File: config.mk
export PLATFORM = sky130hd
export DESIGN_NAME = if_fetch_stage
export DESIGN_NICKNAME = d
export VERILOG_FILES = /design/src/rtl/if_fetch_stage.sv
export SDC_FILE = /design/constraint.sdc
export NUM_CORES = 1
export LEC_CHECK = 0
export ABC_CLOCK_PERIOD_IN_PS = 6080
export CAP_MARGIN = 20
export CELL_PAD_IN_SITES_DETAIL_PLACEMENT = 1
export CELL_PAD_IN_SITES_GLOBAL_PLACEMENT = 1
export CORE_MARGIN = 4
export CORE_UTILIZATION = 30
export DETAILED_ROUTE_END_ITERATION = 8
export PLACE_DENSITY_LB_ADDON = 0.25
export REMOVE_ABC_BUFFERS = 1
export SLEW_MARGIN = 20
export SYNTH_ARGS = -nofsm -noshare
export SYNTH_HDL_FRONTEND = slang
export SYNTH_SLANG_ARGS = --single-unit
File: constraint.sdc
create_clock -name clk -period 6.08 [get_ports clk]
set_input_delay 0.608 -clock clk [delete_from_list [all_inputs] [get_ports clk]]
set_output_delay 0.608 -clock clk [all_outputs]
set_load 0.02 [all_outputs]
File: src/rtl/if_fetch_stage.sv
`default_nettype none
// ============================================================================
// Module   : if_fetch_stage
// Purpose  : Instruction-fetch stage of the 5-stage MIPS pipeline. Owns the
//            program counter, selects the next PC from the redirect sources
//            (exception entry, ERET, JR, branch, jump, sequential), drives the
//            instruction-memory address and presents the fetched instruction
//            to the IF/ID register. It detects fetch address errors (AdEL),
//            suppresses fetch until the exception is taken, and keeps
//            saturating stall/redirect counters for debug.
// Ports    : clk, rst (sync, active-high)
//            Flush_Data, Flush_Ctrl  - stall requests from the hazard unit
//            EXC_req, ERET, JR, Flag_Branch, J - redirect requests
//            EPC_in, JR_target, Branch_target, J_target - redirect targets
//            instr_in    - imem read data (combinational from imem_addr)
//            imem_addr   - current PC
//            PC_out      - PC+4 of the fetched instruction
//            instr_out   - fetched instruction or NOP
//            OPC_out     - PC of the fetched instruction
//            EXCCODE_out - 0 none, 4 AdEL on fetch
//            fetch_valid - instr_out carries a real fetch
//            stall_cnt, redirect_cnt - saturating debug counters
// Revision : 1.0 - initial release
// ============================================================================
module if_fetch_stage #(
    parameter logic [31:0] RESET_PC   = 32'h0000_3000,
    parameter logic [31:0] EXC_ENTRY  = 32'h0000_4180,
    parameter logic [31:0] IMEM_BASE  = 32'h0000_3000,
    parameter logic [31:0] IMEM_BYTES = 32'h0000_1000
) (
    input  logic        clk,
    input  logic        rst,
    input  logic        Flush_Data,
    input  logic        Flush_Ctrl,
    input  logic        EXC_req,
    input  logic        ERET,
    input  logic        JR,
    input  logic        Flag_Branch,
    input  logic        J,
    input  logic [31:0] EPC_in,
    input  logic [31:0] JR_target,
    input  logic [31:0] Branch_target,
    input  logic [31:0] J_target,
    input  logic [31:0] instr_in,
    output logic [31:0] imem_addr,
    output logic [31:0] PC_out,
    output logic [31:0] instr_out,
    output logic [31:0] OPC_out,
    output logic [4:0]  EXCCODE_out,
    output logic        fetch_valid,
    output logic [31:0] stall_cnt,
    output logic [31:0] redirect_cnt
);

    localparam logic [1:0]  S_BOOT     = 2'd0;
    localparam logic [1:0]  S_RUN      = 2'd1;
    localparam logic [1:0]  S_EXC_WAIT = 2'd2;

    localparam logic [31:0] c_NOP      = 32'h0000_0000;
    localparam logic [4:0]  c_EXC_NONE = 5'd0;
    localparam logic [4:0]  c_EXC_ADEL = 5'd4;
    // Window end computed in 33 bits so a window touching 2^32 cannot wrap.
    localparam logic [32:0] c_IMEM_END = {1'b0, IMEM_BASE} + {1'b0, IMEM_BYTES};

    logic [1:0]  r_state;
    logic [31:0] r_pc;
    logic [31:0] r_stall_cnt;
    logic [31:0] r_redirect_cnt;

    logic [1:0]  w_state_nxt;
    logic [31:0] w_pc_nxt;
    logic        w_stall_inc;
    logic        w_redir_inc;
    logic        w_fetch_err;
    logic        w_stall;

    assign w_stall     = Flush_Data | Flush_Ctrl;
    assign w_fetch_err = (r_pc[1:0] != 2'b00)
                       || ({1'b0, r_pc} <  {1'b0, IMEM_BASE})
                       || ({1'b0, r_pc} >= c_IMEM_END);

    // ------------------------------------------------------------------
    // Fetch-side outputs: purely combinational from PC, state, instr_in
    // ------------------------------------------------------------------
    always_comb begin
        imem_addr   = r_pc;
        PC_out      = r_pc + 32'd4;
        OPC_out     = r_pc;
        instr_out   = c_NOP;
        EXCCODE_out = c_EXC_NONE;
        fetch_valid = 1'b0;
        if (r_state == S_RUN) begin
            // A faulting fetch is still "valid": it carries the AdEL code
            // down the pipe so the exception is raised in order.
            fetch_valid = 1'b1;
            if (w_fetch_err) begin
                EXCCODE_out = c_EXC_ADEL;
            end else begin
                instr_out = instr_in;
            end
        end
    end

    // ------------------------------------------------------------------
    // Next-state / next-PC selection
    // ------------------------------------------------------------------
    always_comb begin
        w_state_nxt = r_state;
        w_pc_nxt    = r_pc;
        w_stall_inc = 1'b0;
        w_redir_inc = 1'b0;
        case (r_state)
            S_BOOT: begin
                w_state_nxt = S_RUN;
            end
            S_RUN: begin
                // Redirects take priority over stalls: IF/ID bubbles the
                // slot on a redirect regardless of flush, so nothing is lost.
                if (EXC_req) begin
                    w_pc_nxt    = EXC_ENTRY;
                    w_redir_inc = 1'b1;
                end else if (ERET) begin
                    w_pc_nxt    = EPC_in;
                    w_redir_inc = 1'b1;
                end else if (JR) begin
                    w_pc_nxt    = JR_target;
                    w_redir_inc = 1'b1;
                end else if (Flag_Branch) begin
                    w_pc_nxt    = Branch_target;
                    w_redir_inc = 1'b1;
                end else if (J) begin
                    w_pc_nxt    = J_target;
                    w_redir_inc = 1'b1;
                end else if (w_stall) begin
                    // Stalled faulting fetch stays in RUN so it is
                    // re-presented once the stall releases.
                    w_stall_inc = 1'b1;
                end else if (w_fetch_err) begin
                    w_state_nxt = S_EXC_WAIT;
                end else begin
                    w_pc_nxt = r_pc + 32'd4;
                end
            end
            S_EXC_WAIT: begin
                // Only the exception entry or a return can resume fetch.
                if (EXC_req) begin
                    w_pc_nxt    = EXC_ENTRY;
                    w_state_nxt = S_RUN;
                    w_redir_inc = 1'b1;
                end else if (ERET) begin
                    w_pc_nxt    = EPC_in;
                    w_state_nxt = S_RUN;
                    w_redir_inc = 1'b1;
                end
            end
            default: begin
                w_state_nxt = S_BOOT;
                w_pc_nxt    = RESET_PC;
            end
        endcase
    end

    // ------------------------------------------------------------------
    // State, PC and saturating counters
    // ------------------------------------------------------------------
    always_ff @(posedge clk) begin
        if (rst) begin
            r_state        <= S_BOOT;
            r_pc           <= RESET_PC;
            r_stall_cnt    <= 32'd0;
            r_redirect_cnt <= 32'd0;
        end else begin
            r_state <= w_state_nxt;
            r_pc    <= w_pc_nxt;
            if (w_stall_inc && (r_stall_cnt != 32'hFFFF_FFFF)) begin
                r_stall_cnt <= r_stall_cnt + 32'd1;
            end
            if (w_redir_inc && (r_redirect_cnt != 32'hFFFF_FFFF)) begin
                r_redirect_cnt <= r_redirect_cnt + 32'd1;
            end
        end
    end

    assign stall_cnt    = r_stall_cnt;
    assign redirect_cnt = r_redirect_cnt;

endmodule
`default_nettype wire

==> summary.md, run 1 <==
| Metric | Value |
|---|---|
| Worst-path clk slew | `70 ps` |
| Synth async-reset ratio | `0%` |
| Post-cts hold buffer count | `0` |
| CP max FO | `10` |
| Hold Crit Class | `reg -> reg` |
| Synth area leaders | `dfxtp_1, xnor2_1, nor2_1` |
| Post-Synthesis Cells | `948` |
| CTS buffer count | `9` |
| Number of global-route vias before repair | `8774` |
| Clock insertion delay at the later pin of the skew report | `360 ps` |
| Setup crit start kind | `register` |
| Setup WS pre-CTS | `about 2200 ps` |
| Top cell type's share of synthesized area | `27.5%` |
| Worst EP arrival | `3290 ps` |
| Final GP Congestion | `0.882` |
| Netlist Area Pre-Place | `about 7100 sq um` |
| Final worst-path cycle share | `64.1%` |
| Root Driver | `clkbuf_16` |
| WL/cell | `21.6 um` |
| Clock sinks | `98` |
| Die ar. | `~26000 sq um` |
| Worst slew pin tran | `1030 ps` |
| CP endpoint kind | `output pin` |
| Worst path top cell family by delay | `simple AND/OR/NAND/NOR gates` |
| Die width | `162 um` |
| CTS tree | `built` |
| Max Slew Vio Count | `0` |
| Global route total overflow | `0` |
| Final WL | `roughly 34000 um` |
| Hold Path Cell Cnt | `2` |
| Most frequent cells in the layout | `clkdlybuf4s50_1, dfxtp_1, nor2_1` |
| Via Count | `around 8500` |
| Post-synth EDFFs | `0` |
| Hold Vio Cnt, Final | `0` |
| CP max stage delay | `about 830 ps` |
| Critical path depth | `5` |
| Fraction of layout cells with a size suffix above 1 | `around 3.6%` |
| Starting Density | `30.4%` |
| Commonest non-fill, non-tap cell in the layout | `clkdlybuf4s50_1` |
| Netlist cell types | `73` |
| Worst path buffer plus inverter count | `1` |
| Area leader, netlist | `dfxtp_1` |
| Hpwl dp | `~26000 um` |
| Routed vias/inst | `5.46` |
| R2R depth | `8` |
| # IOs | `367` |
| Final WS setup | `2180 ps` |
| Sequential fraction of the synthesis area | `27.5%` |
| Final setup fails | `0` |
| FP Rows | `56` |
| CTS H-tree lvls | `3` |
| Postcts setup bufs | `0` |
| Antenna Nets Post-Route | `0` |
| Critical path class | `reg -> out` |
| RSZ-0062 raised after global routing | `false` |
| Main synth FF type | `dfxtp_1` |
| Max cap viols | `0` |
| Skew final | `10.1 ps` |
| Static Leak | `3.83 nW` |
| Core area | `between 20000 and 25000 sq um` |
| Drt pass-1 iters | `5` |
| Crit path cell chain | `nand4_1 > nor4_4 > nand3_1 > xnor2_1 > clkdlybuf4s50_1` |
| Syn_area_per_cell | `7.54 sq um` |
| Period minus WS final | `3900 ps` |
| VDD IR max | `roughly 0.14 mV` |
| Status | `finished clean` |
| Ys Warns | `0` |
| Pin count of the biggest net entering global routing | `61` |
| DRC | `0` |
| Max_slew headroom | `31.0%` |
| FF+latch count, synth | `98` |
| PostCTS Resize Cnt | `0` |
| P&R area growth vs syn | `55.0%` |
| Final setup TNS | `0 ps` |
| Clk buf depth | `2` |
| WP data required | `5470 ps` |
| Layout Nets | `1415` |
| GRT Overall Usage | `between 20 and 25%` |
| First-pass GRT wire length | `51000 um` |
| Port bufs | `362` |
| Slowest-stage cell, CP | `nor4_4` |
| Initial antenna violation count | `1` |
| Fillers | `2825` |
| Die H | `approximately 160 um` |
| Pwr per Cell Area | `211 nW/um^2` |
| Fmax | `257 MHz` |
| Detailed Route Iter0 Violations | `approximately 510` |
-- tightest hold or removal path, delay by kind of cell (launching register included) --
family	cells	cell delay (ps)
flops	1	340
compound gates	2	140
-- layer usage --
layer | track usage, % | vias up | routed length [um]
met4 | 8.19 | 0 | 971
met2 | 44.1 | 322 | 17200
li1 | - | 4016 | -
met5 | 0 | - | 0
met3 | 5.54 | 52 | 2420
met1 | 28.2 | 4149 | 13200
-- synth_stat cells, drive strengths merged, types with 4 or more instances --
cell type and count:
o2111ai 5, inv 23, nor2 93, mux2i 5, nor4 14, nand3 43, nor2b 10, o21ai 50
or3 9, and2 6, or2 5, xnor2 52, a211oi 12, buf 50, a22oi 7, nor3b 4
ha 8, xor2 26, and4 11, or4 4, nand2 67, a21oi 41, a2111oi 5, a31oi 12
a22o 14, and3 45, a221oi 7, o211ai 11, nand4 36, a21o 4, o31ai 5, o21a 6
a221o 7, clkbuf 48, nor3 38, dfxtp 98, o22ai 13, a32o 6, nand2b 11
-- layout make-up --
| type | instances | area, sq um | share of cell area [%] |
|---|---|---|---|
| multi-input cells | 730 | 4580 | 41.3 |
| repair buffers | 374 | 3700 | 33.4 |
| flip-flops and latches | 98 | 1960 | 17.7 |
| well taps | 319 | 399 | 3.60 |
| clock buffers | 9 | 225 | 2.03 |
| clock inverters | 7 | 106 | 0.960 |
| inverters | 25 | 93.8 | 0.847 |
| diodes | 3 | 7.51 | 0.0678 |
-- flip-flops by register name, indices dropped and copies added, names as in the netlist --
signal        count
OPC_out          32
r_state           2
redirect_cnt     32
stall_cnt        32
-- through the flow --
| step | hold WS [ps] | instances | area (sq um) | util, % | power [mW] |
|---|---|---|---|---|---|
| finish | 525 | 1565 | 11100 | 47.2 | 2.34 |
| global route | 566 | 1563 | 11100 | 47.2 | 2.44 |
| CTS | 529 | 1562 | 11100 | 47.1 | 2.35 |
| detailed placement | 519 | 1546 | 10700 | 45.7 | 1.69 |
| global placement | 504 | 1546 | 10700 | 45.7 | 1.68 |
| floorplan | 520 | 853 | 6630 | - | 1.17 |
-- where the power goes --
group / internal [mW] / leakage [nW] / switching [mW]
logic: 0.417 / 2.87 / 0.507
clock network: 0.369 / 0.163 / 0.283
registers: 0.679 / 0.793 / 0.0836
total: 1.46 / 3.83 / 0.874
-- cells by family after synthesis --
kind of cell | synth area share (%)
xor+xnor | 9.56
flops | 27.5
simple gates | 29.9
mux | 0.858
fa+ha+maj | 1.40
buf+inv | 8.77
other cells | 0.0525
compound gates | 22.0
-- path summary, 6_finish.rpt --
check | from | endpoint | slack [ps]
max | OPC_out[7]$_SDFFE_PP0P_ | PC_out[22] | 2180
min | stall_cnt[7]$_SDFFE_PP0P_ | stall_cnt[7]$_SDFFE_PP0P_ | 530
min reg2reg | stall_cnt[7]$_SDFFE_PP0P_ | stall_cnt[7]$_SDFFE_PP0P_ | 530
max reg2reg | r_state[0]$_SDFFE_PP0P_ | OPC_out[10]$_SDFFE_PP0P_ | 2740
Power figures use the tool's default switching activity.
==> inputs of run 2 (changes only) <==
Settings changed: ABC_CLOCK_PERIOD_IN_PS 6080 to 4100, CORE_UTILIZATION 30 to 28.
Clock period 6.08 ns to 4.1 ns, I/O delays scaled along.
==> summary.md, run 2 (same netlist as run 1, synthesis figures left out) <==
| Metric | Value |
|---|---|
| Final setup fails | `0 (unchanged)` |
| Worst slew pin tran | `1010 ps (-25.8 ps)` |
| Worst path top cell family by delay | `simple AND/OR/NAND/NOR gates` |
| Final core utilization | `44.2% (-3.0 points)` |
| DRC | `0 (unchanged)` |
| Final WL | `35100 um (+4.0%)` |
| Fraction of layout cells with a size suffix above 1 | `4.39% (+0.77 points)` |
| Clock sinks | `98 (unchanged)` |
| Sw power | `1.33 mW (+52%)` |
| Final worst-path cycle share | `86.9%` |
| Hold Crit Class | `in -> reg` |
| Cell Area, Placed | `10800 sq um (+0.83%)` |
| Clock insertion delay at the later pin of the skew report | `360 ps (about the same)` |
| Slowest-stage cell, CP | `nor4_4` |
| Drt pass-1 iters | `5 (unchanged)` |
| Clk buf depth | `2 (unchanged)` |
| Antenna Nets Post-Route | `0 (unchanged)` |
| Post-cts hold buffer count | `0 (unchanged)` |
| CP max stage delay | `680 ps (-150 ps)` |
| FP Rows | `58 (+3.6%)` |
| P&R area growth vs syn | `55.6%` |
| Status | `finished clean` |
| Max cap viols | `0 (unchanged)` |
| WL/cell | `22.2 um (+2.7%)` |
| Switch share | `38.9% (+1.6 points)` |
| WP data required | `3690 ps (-1780 ps)` |
| GRT busiest layer | `met2` |
| Internal power | `2.08 mW (+42%)` |
| Fin cells | `1585 (+1.3%)` |
| Clock power share | `25.6% (-2.3 points)` |
| Met2 GRT Util | `41.8% (-2.4 points)` |
| Max_slew headroom | `32.9% (+1.9 points)` |
| Global route total overflow | `0 (unchanged)` |
| Via Count | `8621 (+0.96%)` |
| Detailed Route Iter0 Violations | `588 (+16%)` |
| Layout Nets | `1425 (+0.71%)` |
| Global Route met1 Usage | `27.7% (-0.55 points)` |
| CP max FO | `10 (unchanged)` |
| Root Driver | `clkbuf_16` |
| Die ar. | `28100 sq um (+6.8%)` |
| Worst-path clk slew | `80 ps (about the same)` |
| RSZ-0062 raised after global routing | `false` |
| Number of global-route vias before repair | `8794 (+0.23%)` |
| Cell mode on critical path | `nand4_1` |
| Fmax | `281 MHz` |
| Pwr per Cell Area | `306 nW/um^2 (+45%)` |
| Hpwl dp | `27300 um (+5.6%)` |
| First-pass GRT wire length | `52900 um (+3.7%)` |
| Port bufs | `362 (unchanged)` |
| Max Slew Vio Count | `0 (unchanged)` |
| Placed cell count | `1567 (+1.4%)` |
| Pin count of the biggest net entering global routing | `70 (+15%)` |
| CTS tree | `built` |
| Final setup TNS | `0 ps (unchanged)` |
| CP endpoint kind | `output pin` |
| Postcts setup bufs | `0 (unchanged)` |
| Static Leak | `3.85 nW (+0.73%)` |
| Starting Density | `28.4% (-2.1 points)` |
| GRT Overall Usage | `23.7% (-0.62 points)` |
| Sequential power share | `32.9% (+0.3 points)` |
| Worst path buffer plus inverter count | `1 (unchanged)` |
| Final GP Congestion | `0.904 (+2.6%)` |
| Hold Vio Cnt, Final | `0 (unchanged)` |
| VDD IR max | `0.228 mV (+63%)` |
| CTS buffer count | `9 (unchanged)` |
| CTS H-tree lvls | `3 (unchanged)` |
| Worst EP arrival | `3150 ps (-140 ps)` |
| Critical path class | `reg -> out` |
| Commonest non-fill, non-tap cell in the layout | `clkdlybuf4s50_1` |
| Routed vias/inst | `5.44 (-0.31%)` |
| Crit path cell chain | `nand4_1 > nor4_4 > nand4_1 > xnor2_1 > clkdlybuf4s50_1` |
| Initial antenna violation count | `4 (+3)` |
| PostCTS Resize Cnt | `0 (unchanged)` |
| Met3 Usage GRT | `5.26% (-0.28 points)` |
| Skew final | `10.7 ps (+0.625 ps)` |
| # IOs | `367 (unchanged)` |
| Die width | `168 um (+3.3%)` |
| Die H | `168 um (+3.3%)` |
| Period minus WS final | `approximately 3600 ps` |
| Combinational power share | `41.6% (+2.1 points)` |
| Most frequent cells in the layout | `clkdlybuf4s50_1, dfxtp_1, nor2_1` |
| Core area | `25200 sq um (+7.3%)` |
| Fin area | `11100 sq um (+0.43%)` |
| Setup crit start kind | `register` |
[run 2: cell count changes in the layout (fill, tap and decap cells not counted)]
cell	delta
clkinv_4	-2
clkbuf_8	+1
diode_2	-1
buf_4	+10
clkinvlp_4	+1
bufinv_16	-2
inv_6	+2
[run 2: stage by stage]
stage | total power [mW] | hold slack (ps) | setup slack, ps
floorplan | 1.73 | 479 | 845
global placement | 2.54 | 506 | 1020
detailed placement | 2.54 | 520 | 943
CTS | 3.43 | 451 | 561
global route | 3.57 | 469 | 406
finish | 3.41 | 478 | 536
[run 2: area by class of cell]
| cell class | instances | area (sq um) |
|---|---|---|
| Clock buffer | 10 | 239 |
| Sequential cell | 98 | 1960 |
| Fill cell | 3041 | 14100 |
| Antenna cell | 2 | 5.00 |
| Multi-Input combinational cell | 730 | 4580 |
| Tap cell | 330 | 413 |
| Clock inverter | 6 | 53.8 |
| Timing Repair Buffer | 384 | 3780 |
| Inverter | 25 | 93.8 |
[run 2: worst reg2reg max path: stages, from the launching register on]
cell	delay, ps
dfxtp_1	350
inv_1	90
ha_1	820
nor2b_1	770
buf_4	350
and2_1	250
a21oi_1	120
a31oi_1	160
[run 2: routing by layer]
metal,vias up,wire [um]
li1,4049,-
met5,-,21
met3,76,2160
met4,4,1390
met2,298,17400
met1,4194,14100
[run 2: power by group through the flow]
stage / combinational (mW) / sequential (mW) / clock (mW)
finish: 1.41 / 1.12 / 0.871
global placement: 1.40 / 1.14 / 0
CTS: 1.41 / 1.12 / 0.900
floorplan: 0.499 / 1.23 / 0
global route: 1.50 / 1.13 / 0.944
detailed placement: 1.41 / 1.14 / 0
[run 2: path summary, 6_finish.rpt]
kind / startpoint / endpoint / slack (ps) / depth (start not counted)
worst min register to register: stall_cnt[13]$_SDFFE_PP0P_ / stall_cnt[13]$_SDFFE_PP0P_ / 540 / 2
worst min-delay path: rst / OPC_out[23]$_SDFFE_PP0P_ / 480 / 2
worst max-delay path: OPC_out[6]$_SDFFE_PP0P_ / PC_out[26] / 540 / 5
worst max register to register: r_state[0]$_SDFFE_PP0P_ / OPC_out[30]$_SDFFE_PP0P_ / 1130 / 7
